==> src/rtl/vga_timing_gen.sv <==
// Parametrised VGA raster timing generator. All outputs are registered and
// decoded from the next (row,col), so every output describes the same pixel.
module vga_timing_gen #(
  parameter int unsigned H_ACTIVE   = 640,
  parameter int unsigned H_FP       = 16,
  parameter int unsigned H_SYNC     = 96,
  parameter int unsigned H_BP       = 48,
  parameter int unsigned V_ACTIVE   = 480,
  parameter int unsigned V_FP       = 10,
  parameter int unsigned V_SYNC     = 2,
  parameter int unsigned V_BP       = 33,
  parameter bit          H_SYNC_POL = 1'b0,
  parameter bit          V_SYNC_POL = 1'b0,
  parameter int unsigned COL_W      = 10,
  parameter int unsigned ROW_W      = 10
) (
  input  logic             clk,
  input  logic             rst,
  input  logic             ce,
  output logic [COL_W-1:0] col,
  output logic [ROW_W-1:0] row,
  output logic             hsync,
  output logic             vsync,
  output logic             active,
  output logic             line_start,
  output logic             frame_start
);

  localparam int unsigned H_TOTAL    = H_ACTIVE + H_FP + H_SYNC + H_BP;
  localparam int unsigned V_TOTAL    = V_ACTIVE + V_FP + V_SYNC + V_BP;
  localparam int unsigned H_SYNC_BEG = H_ACTIVE + H_FP;
  localparam int unsigned H_SYNC_END = H_SYNC_BEG + H_SYNC;
  localparam int unsigned V_SYNC_BEG = V_ACTIVE + V_FP;
  localparam int unsigned V_SYNC_END = V_SYNC_BEG + V_SYNC;

  logic             w_col_last;
  logic             w_row_last;
  logic [COL_W-1:0] w_col_nxt;
  logic [ROW_W-1:0] w_row_nxt;
  logic             w_hsync_nxt;
  logic             w_vsync_nxt;
  logic             w_active_nxt;

  // Next raster position and its decode; comparisons done at 32 bits
  always_comb begin
    w_col_last   = (32'(col) == H_TOTAL - 1);
    w_row_last   = (32'(row) == V_TOTAL - 1);
    w_col_nxt    = w_col_last ? '0 : col + COL_W'(1);
    w_row_nxt    = row;
    if (w_col_last) begin
      w_row_nxt = w_row_last ? '0 : row + ROW_W'(1);
    end
    w_hsync_nxt  = ((32'(w_col_nxt) >= H_SYNC_BEG) && (32'(w_col_nxt) < H_SYNC_END))
                   ? H_SYNC_POL : ~H_SYNC_POL;
    w_vsync_nxt  = ((32'(w_row_nxt) >= V_SYNC_BEG) && (32'(w_row_nxt) < V_SYNC_END))
                   ? V_SYNC_POL : ~V_SYNC_POL;
    w_active_nxt = (32'(w_col_nxt) < H_ACTIVE) && (32'(w_row_nxt) < V_ACTIVE);
  end

  // Pulses are cleared on idle ce cycles; everything else holds
  always_ff @(posedge clk) begin
    if (rst) begin
      col         <= '0;
      row         <= '0;
      active      <= 1'b1;
      hsync       <= ~H_SYNC_POL;
      vsync       <= ~V_SYNC_POL;
      line_start  <= 1'b0;
      frame_start <= 1'b0;
    end else if (ce) begin
      col         <= w_col_nxt;
      row         <= w_row_nxt;
      active      <= w_active_nxt;
      hsync       <= w_hsync_nxt;
      vsync       <= w_vsync_nxt;
      line_start  <= w_col_last;
      frame_start <= w_col_last && w_row_last;
    end else begin
      line_start  <= 1'b0;
      frame_start <= 1'b0;
    end
  end

endmodule

==> config.mk <==
export PLATFORM = sky130hd
export DESIGN_NAME = vga_timing_gen
export DESIGN_NICKNAME = d
export VERILOG_FILES = /design/src/rtl/vga_timing_gen.sv
export SDC_FILE = /design/constraint.sdc
export NUM_CORES = 1
export LEC_CHECK = 0
export CAP_MARGIN = 20
export CORE_UTILIZATION = 50
export CTS_CLUSTER_DIAMETER = 30
export CTS_CLUSTER_SIZE = 14
export DETAILED_ROUTE_END_ITERATION = 12
export DONT_BUFFER_PORTS = 1
export GPL_TIMING_DRIVEN = 0
export SYNTH_ARGS = -nofsm -noshare
export SYNTH_HDL_FRONTEND = slang
export SYNTH_SLANG_ARGS = --single-unit
==> constraint.sdc <==
create_clock -name clk -period 3.9 [get_ports clk]
set_input_delay 0.78 -clock clk [delete_from_list [all_inputs] [get_ports clk]]
set_output_delay 0.78 -clock clk [all_outputs]
set_load 0.01 [all_outputs]
==> results of run 1 <==
[synth_stat cells, drive strengths merged (2+ instances only)]
library cell / instances
clkbuf: 5
or4: 3
xnor2: 6
inv: 7
and3: 2
nor2b: 3
ha: 4
o21ai: 11
o31ai: 2
nand4: 3
nor3: 9
nor4: 5
a21oi: 14
and2: 2
buf: 6
dfxtp: 25
a31oi: 2
and4: 4
xor2: 6
nand3: 10
a211oi: 2
nand2b: 2
mux2i: 2
nand2: 19
nor2: 19
a311oi: 2
[flip-flops by register name, summed over array words and instances (netlist names)]
name / count
vsync: 1
active: 1
row: 10
col: 10
line_start: 1
frame_start: 1
hsync: 1
[critical path: stages (launching register included)]
cell       delay (ns)
dfxtp_1          0.44
inv_1            0.12
ha_1             0.14
or4b_1           0.45
nor4_2           0.45
buf_2            0.31
o2111ai_1        0.12
o21a_1           0.13
o32ai_1          0.17
a31oi_1          0.13
[power groups by stage]
stage / clock network, uW / registers, uW / logic (uW)
floorplan: 0 / 269 / 12.1
global placement: 0 / 270 / 15.9
detailed placement: 0 / 270 / 16.2
CTS: 122 / 264 / 16.4
global route: 138 / 265 / 18.7
finish: 120 / 264 / 16.3
[cell usage in the layout, fill, tap and decap left out, drive strengths merged, types with 2 or more instances in the layout]
master / count
nor2b: 3
mux2i: 2
dfxtp: 25
ha: 4
nand2: 19
nor4: 5
and4: 4
nor3: 9
o21ai: 11
and3: 2
a31oi: 2
buf: 6
nand2b: 2
clkbuf: 8
xor2: 6
nand4: 3
xnor2: 6
inv: 7
nor2: 19
a311oi: 2
a21oi: 14
o31ai: 2
a211oi: 2
and2: 2
or4: 3
nand3: 10
[cells by family after synthesis]
logic type / after synthesis / share of synthesized area
muxes: 3 / 0.02031
buffers and inverters: 18 / 0.05930
adders and majority gates: 4 / 0.03250
DFF: 25 / 0.3249
AOI/OAI and AO/OA: 41 / 0.1787
xor gates and xnor gates: 12 / 0.06824
and+or+nand+nor: 86 / 0.3160
[metrics by stage]
| stage | instances | utilization | total power [uW] | area (um2) | hold slack, ns |
|---|---|---|---|---|---|
| floorplan | 189 | - | 280.7 | 1540 | 0.5145 |
| global placement | 220 | 0.5582 | 285.7 | 1579 | 0.5502 |
| detailed placement | 220 | 0.5582 | 286.1 | 1579 | 0.5550 |
| CTS | 224 | 0.5679 | 402.8 | 1607 | 0.5033 |
| global route | 224 | 0.5679 | 421.7 | 1607 | 0.4721 |
| finish | 224 | 0.5679 | 400.6 | 1607 | 0.5094 |
[layout make-up]
type,instances,area [um2]
inverter,7,26.28
buffer,11,65.06
clock inverter,1,5.005
multi-input combinational,146,948.4
sequential,25,500.5
tap,31,38.79
fill,267,1222
clock buffer,3,22.52
[worst paths after layout]
path                                     startpoint                  end  slack, ns  cells after the start
worst max-delay path            row[1]$_SDFFE_PP0P_   vsync$_SDFFE_PP1P_       1.33                      9
worst min-delay path                            rst  col[9]$_SDFFE_PP0P_       0.51                      1
worst max register to register  row[1]$_SDFFE_PP0P_   vsync$_SDFFE_PP1P_       1.33                      9
worst min register to register  active$_SDFFE_PP1P_  active$_SDFFE_PP1P_       0.60                      2
[per-layer routing]
layer / wire, um / track usage
met1: 1598 / 0.2875
met2: 1739 / 0.3821
met3: 178 / 0.05215
met4: 76 / 0.1185
met5: 0 / 0
==> key figures, run 1 <==
Clocking
  – CTS clk-pin slew, worst paths: 0.14 ns
  – H-tree Lvls: 1
  – Post-CTS sizing: 0
  – Clk_lat worst skew: 0.32 ns
  – # hold bufs at CTS: 0
  – CTS tree: yes
  – CTS Sinks: 25
  – Clk root buf: clkbuf_4
  – CTS buffer count: 3
  – Setup Buffers After CTS: 0
  – CTS Buffer Depth: 2

Critical path
  – CP Data Required Time: about 4.1 ns
  – Critical Path AT: roughly 2.8 ns
  – Critical Path Fanout Max: 10
  – Crit end category: flip-flop
  – Worst setup path class: flip-flop to flip-flop
  – CP Launch Type: flip-flop

Yosys
  – Syn_nets: 196
  – Async S/R FF share, synth: 0
  – Area leader, netlist: dfxtp_1
  – Sequential share of the synthesized area: 0.3249
  – Top cells by area, synth: dfxtp_1 (32%), nand2_1 (4.6%), nor2_1 (4.6%)
  – Synth Cell Area: 0.001540 mm2
  – Synth warn: 0
  – EDFF count, synth: 0
  – Syn avg cell area: 8.149 um2
  – Synth Flop Type: dfxtp_1
  – Seq cells post-synth: 25
  – Cells after Synth: around 190
  – Netlist cell types: 48
  – Share of the synthesized area in the top cell type: 0.3249

Hold path
  – Min-Delay Path Class: primary input to flip-flop

Timing
  – Setup ws final: 1.326 ns
  – RSZ-0062 raised after global routing: false
  – Final hold violation count: 0
  – Slew headroom: 0.6368
  – Fmax: just under 0.4 GHz
  – # setup viols final: 0
  – Tcrit/Tclk final: 0.6601
  – Worst-Margin Slew: 0.5449 ns
  – Post-route setup TNS: 0 ns
  – Max Slew Vio Count: 0
  – Worst Clk Skew: 0.003044 ns
  – Minimum clock period: 2.574 ns

Detailed routing
  – Drt wl/cell: 16.04 um
  – Via Count: 1387
  – Vias/cell: 6.192
  – First-pass DRT Iterations: 8
  – Post-Route WL: about 3600 um
  – Final ANT Viol Nets: 0
  – 1st-iter DRT viols: 74
  – DRC viols: 2

Floorplan
  – Die ar.: approximately 0.0033 mm2
  – IO Count: 28
  – Rows: 19
  – Initial core utilization: 0.5444
  – Die Wd: 57.50 um
  – Die height: 57.50 um
  – Core Region: approximately 0.0028 mm2

Placement
  – Dpl ws: 1.362 ns
  – Dpl hpwl: roughly 2600 um
  – Port Buf Inserts: 0
  – GP Congestion: 0.8759

Pwr
  – Clock network fraction of design power: 0.299
  – NetSw: 98.43 uW
  – Comb pwr share: 0.041
  – Max VDD drop: 0.0001210 V
  – Pint: just over 300 uW
  – Reg power frac: 0.660
  – Power per Cell Area: 249.3 mW/mm2
  – Switching share of power: 0.2457
  – Leakage Power: 0.0005213 uW

Layout
  – Nets@finish: 201
  – Layout cells sized above 1: 0.09326
  – Antenna cell count: 0
  – Area growth, synth to finish: 4.305%

Run
  – Max cap viols: 0

GRT
  – All-Layer GR Usage: 0.2336
  – First-pass GRT wire length: 5982 um
  – Largest net degree at the start of global routing: 15
  – Initial antenna violation count: 0
  – Grt total ovfl: 0
  – Vias in the first global route: 1311

Status
  – Failing checks: design-rule violations
  – Status: finished, violations left
Note: power is estimated with default switching activity, not from simulation.
==> inputs of run 2 (changes only) <==
==> constraint.sdc (replaced) <==
create_clock -name clk -period 2.5 [get_ports clk]
set_input_delay 0.5 -clock clk [delete_from_list [all_inputs] [get_ports clk]]
set_output_delay 0.5 -clock clk [all_outputs]
set_load 0.01 [all_outputs]
==> run 2 against run 1 <==
Compared with the run above: the run still ends with design-rule violations left; first-iteration DRC count is 26% lower; routed wire length is 0.53% higher; power is 56% higher; sequential share of layout area is 0.055 points lower; combinational power is 61% higher; global-route usage stayed put; maximum frequency is 12% higher; critical endpoint unchanged; non-clock buffer count is 1 higher; sequential power is 56% higher; highest routed layer unchanged.
==> key figures, run 2 (synthesized netlist as in run 1, its figures left out) <==
GRT
  – Most used routing layer in global routing: met2
  – Vias in the first global route: 1311
  – First-pass GRT wire length: around 6000 um
  – Met3 Track Usage GR: 0.05215
  – All-Layer GR Usage: 0.2336
  – Initial antenna violation count: 0
  – Grt total ovfl: 0
  – Largest net degree at the start of global routing: 15
  – M2 GR Usage: 0.3821
  – Met1 Use GR: 0.2875

Status
  – Failing checks: design-rule violations
  – Status: finished, violations left

Detailed routing
  – Drt wl/cell: 16.05 um
  – 1st-iter DRT viols: 55
  – Vias/cell: around 6.3
  – Via Count: 1423
  – Final ANT Viol Nets: 0
  – DRC viols: 2
  – Post-Route WL: 3611 um
  – First-pass DRT Iterations: 8

Layout
  – Nets@finish: roughly 200
  – Commonest cells after routing, fill and taps aside: dfxtp_1 (21), nand2_1 (19), nor2_1 (19), a21oi_1 (14), o21ai_0 (10)
  – Commonest non-fill, non-tap cell in the layout: dfxtp_1
  – Area growth, synth to finish: 6.580%
  – Top flop regs: col: 10 flops, row: 10 flops
  – Fillcell total: roughly 270
  – Antenna cell count: 0
  – Layout cells sized above 1: 0.1237

Clocking
  – CTS Buffer Depth: 2
  – CTS tree: yes
  – Clk root buf: clkbuf_4
  – # hold bufs at CTS: 0
  – CTS clk-pin slew, worst paths: 0.14 ns
  – CTS Sinks: 25
  – H-tree Lvls: 1
  – CTS buffer count: 3
  – Clk_lat worst skew: roughly 0.32 ns

Timing
  – Worst Clk Skew: 0.002683 ns
  – RSZ-0062 raised after global routing: false
  – Tcrit/Tclk final: 0.9187
  – Worst-Margin Slew: roughly 0.55 ns
  – Max Slew Vio Count: 0
  – Final hold violation count: 0
  – Post-route setup TNS: 0 ns
  – Final hold slack: approximately 0.23 ns
  – Fmax: 0.4354 GHz
  – Minimum clock period: 2.297 ns
  – Slew headroom: 0.6366
  – # setup viols final: 0

Pwr
  – Leakage Power: 0.0005298 uW
  – Max VDD drop: 0.0001887 V
  – Power per Cell Area: 380.8 mW/mm2

Critical path
  – FF-to-FF Start: col[0]$_SDFFE_PP0P_
  – CP endpoint: vsync$_SDFFE_PP1P_
  – CP Data Required Time: 2.71 ns
  – Crit end category: flip-flop
  – CP Launch Type: flip-flop
  – RR Endpoint: vsync$_SDFFE_PP1P_
  – Critical Path Fanout Max: 9
  – Critical Path Max Stage Delay: 0.52 ns
  – R2R Setup Slk: 0.20 ns
  – CP max stage cell: or4_4
  – R2R cell count: 7
  – Worst setup path class: flip-flop to flip-flop
  – Critical Path AT: 2.51 ns
  – CP startpoint: col[0]$_SDFFE_PP0P_
  – Cells along the critical path: ha_1 -> and4_1 -> buf_2 -> nand3_4 -> or4_4 -> a2111oi_4 -> a31oi_1

Placement
  – GP Congestion: a little under 0.9
  – Dpl hpwl: between 2000 and 3000 um
  – Port Buf Inserts: 0

Run
  – Max cap viols: 0

Floorplan
  – Die ar.: 0.003306 mm2
  – Rows: 19
  – Core Region: 0.002829 mm2
  – Die height: between 50 and 60 um
  – IO Count: 28
  – Initial core utilization: 0.5444
  – Die Wd: 57.50 um

Hold path
  – Min-Delay Path Class: primary input to flip-flop
==> run 2: cell types whose count changed in the layout (fill, tap and decap cells not counted) <==
cell     before  now
buf_2         4    2
buf_4         0    3
dfxtp_1      25   21
dfxtp_2       0    2
dfxtp_4       0    2
nor4_2        1    0
nor4_4        0    1
o21ai_1       1    0
o21ai_2       0    1
==> run 2: worst min path at each step <==
| stage | from | to | cells past startpoint |
|---|---|---|---|
| floorplan | active$_SDFFE_PP1P_ | active$_SDFFE_PP1P_ | 2 |
| global placement | active$_SDFFE_PP1P_ | active$_SDFFE_PP1P_ | 2 |
| detailed placement | active$_SDFFE_PP1P_ | active$_SDFFE_PP1P_ | 2 |
| CTS | rst | col[9]$_SDFFE_PP0P_ | 1 |
| global route | rst | col[9]$_SDFFE_PP0P_ | 1 |
| finish | rst | col[9]$_SDFFE_PP0P_ | 1 |
==> run 2: stage by stage <==
stage | total power, uW | worst slack (ns) | util | instance area, um2 | cells
6_report | 625.2 | 0.2033 | 0.5803 | 1642 | 225
5_1_grt | 658.1 | 0.03591 | 0.5803 | 1642 | 225
4_1_cts | 629.1 | 0.008875 | 0.5714 | 1617 | 224
3_5_place_dp | 446.4 | -0.03810 | 0.5582 | 1579 | 220
3_3_place_gp | 445.6 | -0.04085 | 0.5582 | 1579 | 220
2_1_floorplan | 437.9 | 0.2656 | - | 1540 | 189
==> run 2: routing by layer <==
layer	up-vias	part of all wire	routed length (um)
li1	700	-	-
met3	9	0.055	197
met1	669	0.44	1605
met5	-	0	0
met4	0	0.021	75
met2	45	0.48	1732
==> run 2: worst max-delay path: cells and delay by family (launching register included) <==
family          cells  cell delay, ns
flops               1            0.42
fa+ha+maj           1            0.22
buf+inv             1            0.20
compound gates      2            0.47
simple gates        3            0.87
==> run 2: layout make-up <==
type / count / area [um2] / area share
inverter: 7 / 26.28 / 0.01601
buffer: 10 / 62.56 / 0.03811
sequential: 25 / 510.5 / 0.3110
clock buffer: 3 / 22.52 / 0.01372
tap: 31 / 38.79 / 0.02363
clock inverter: 1 / 5.005 / 0.003049
timing repair buffer: 2 / 15.01 / 0.009146
multi-input combinational: 146 / 960.9 / 0.5854
==> run 2: timing repair <==
| item | 4_1_cts | 5_1_grt |
|---|---|---|
| resized for setup | 2 | 8 |
| endpoints found under the setup margin | 2 | 3 |
| endpoints found under the hold margin | 0 | 0 |
| pin swaps | 0 | 2 |
| setup buffers | 0 | 2 |
==> run 2: power breakdown <==
part | switching [uW] | internal (uW) | total [uW] | leakage, uW
Clock | 127 | 60.0 | 187 | 0.0000177
Sequential | 9.06 | 403 | 412 | 0.000205
Combinational | 17.9 | 8.43 | 26.3 | 0.000307
==> inputs of run 3 (changes only) <==
--- a/config.mk
+++ b/config.mk
@@ -5,7 +5,6 @@
 export SDC_FILE = /design/constraint.sdc
 export NUM_CORES = 1
 export LEC_CHECK = 0
-export CAP_MARGIN = 20
 export CORE_UTILIZATION = 50
 export CTS_CLUSTER_DIAMETER = 30
 export CTS_CLUSTER_SIZE = 14
==> results of run 3 <==
The final DEF is identical to that of run 2; final timing and power are the same.
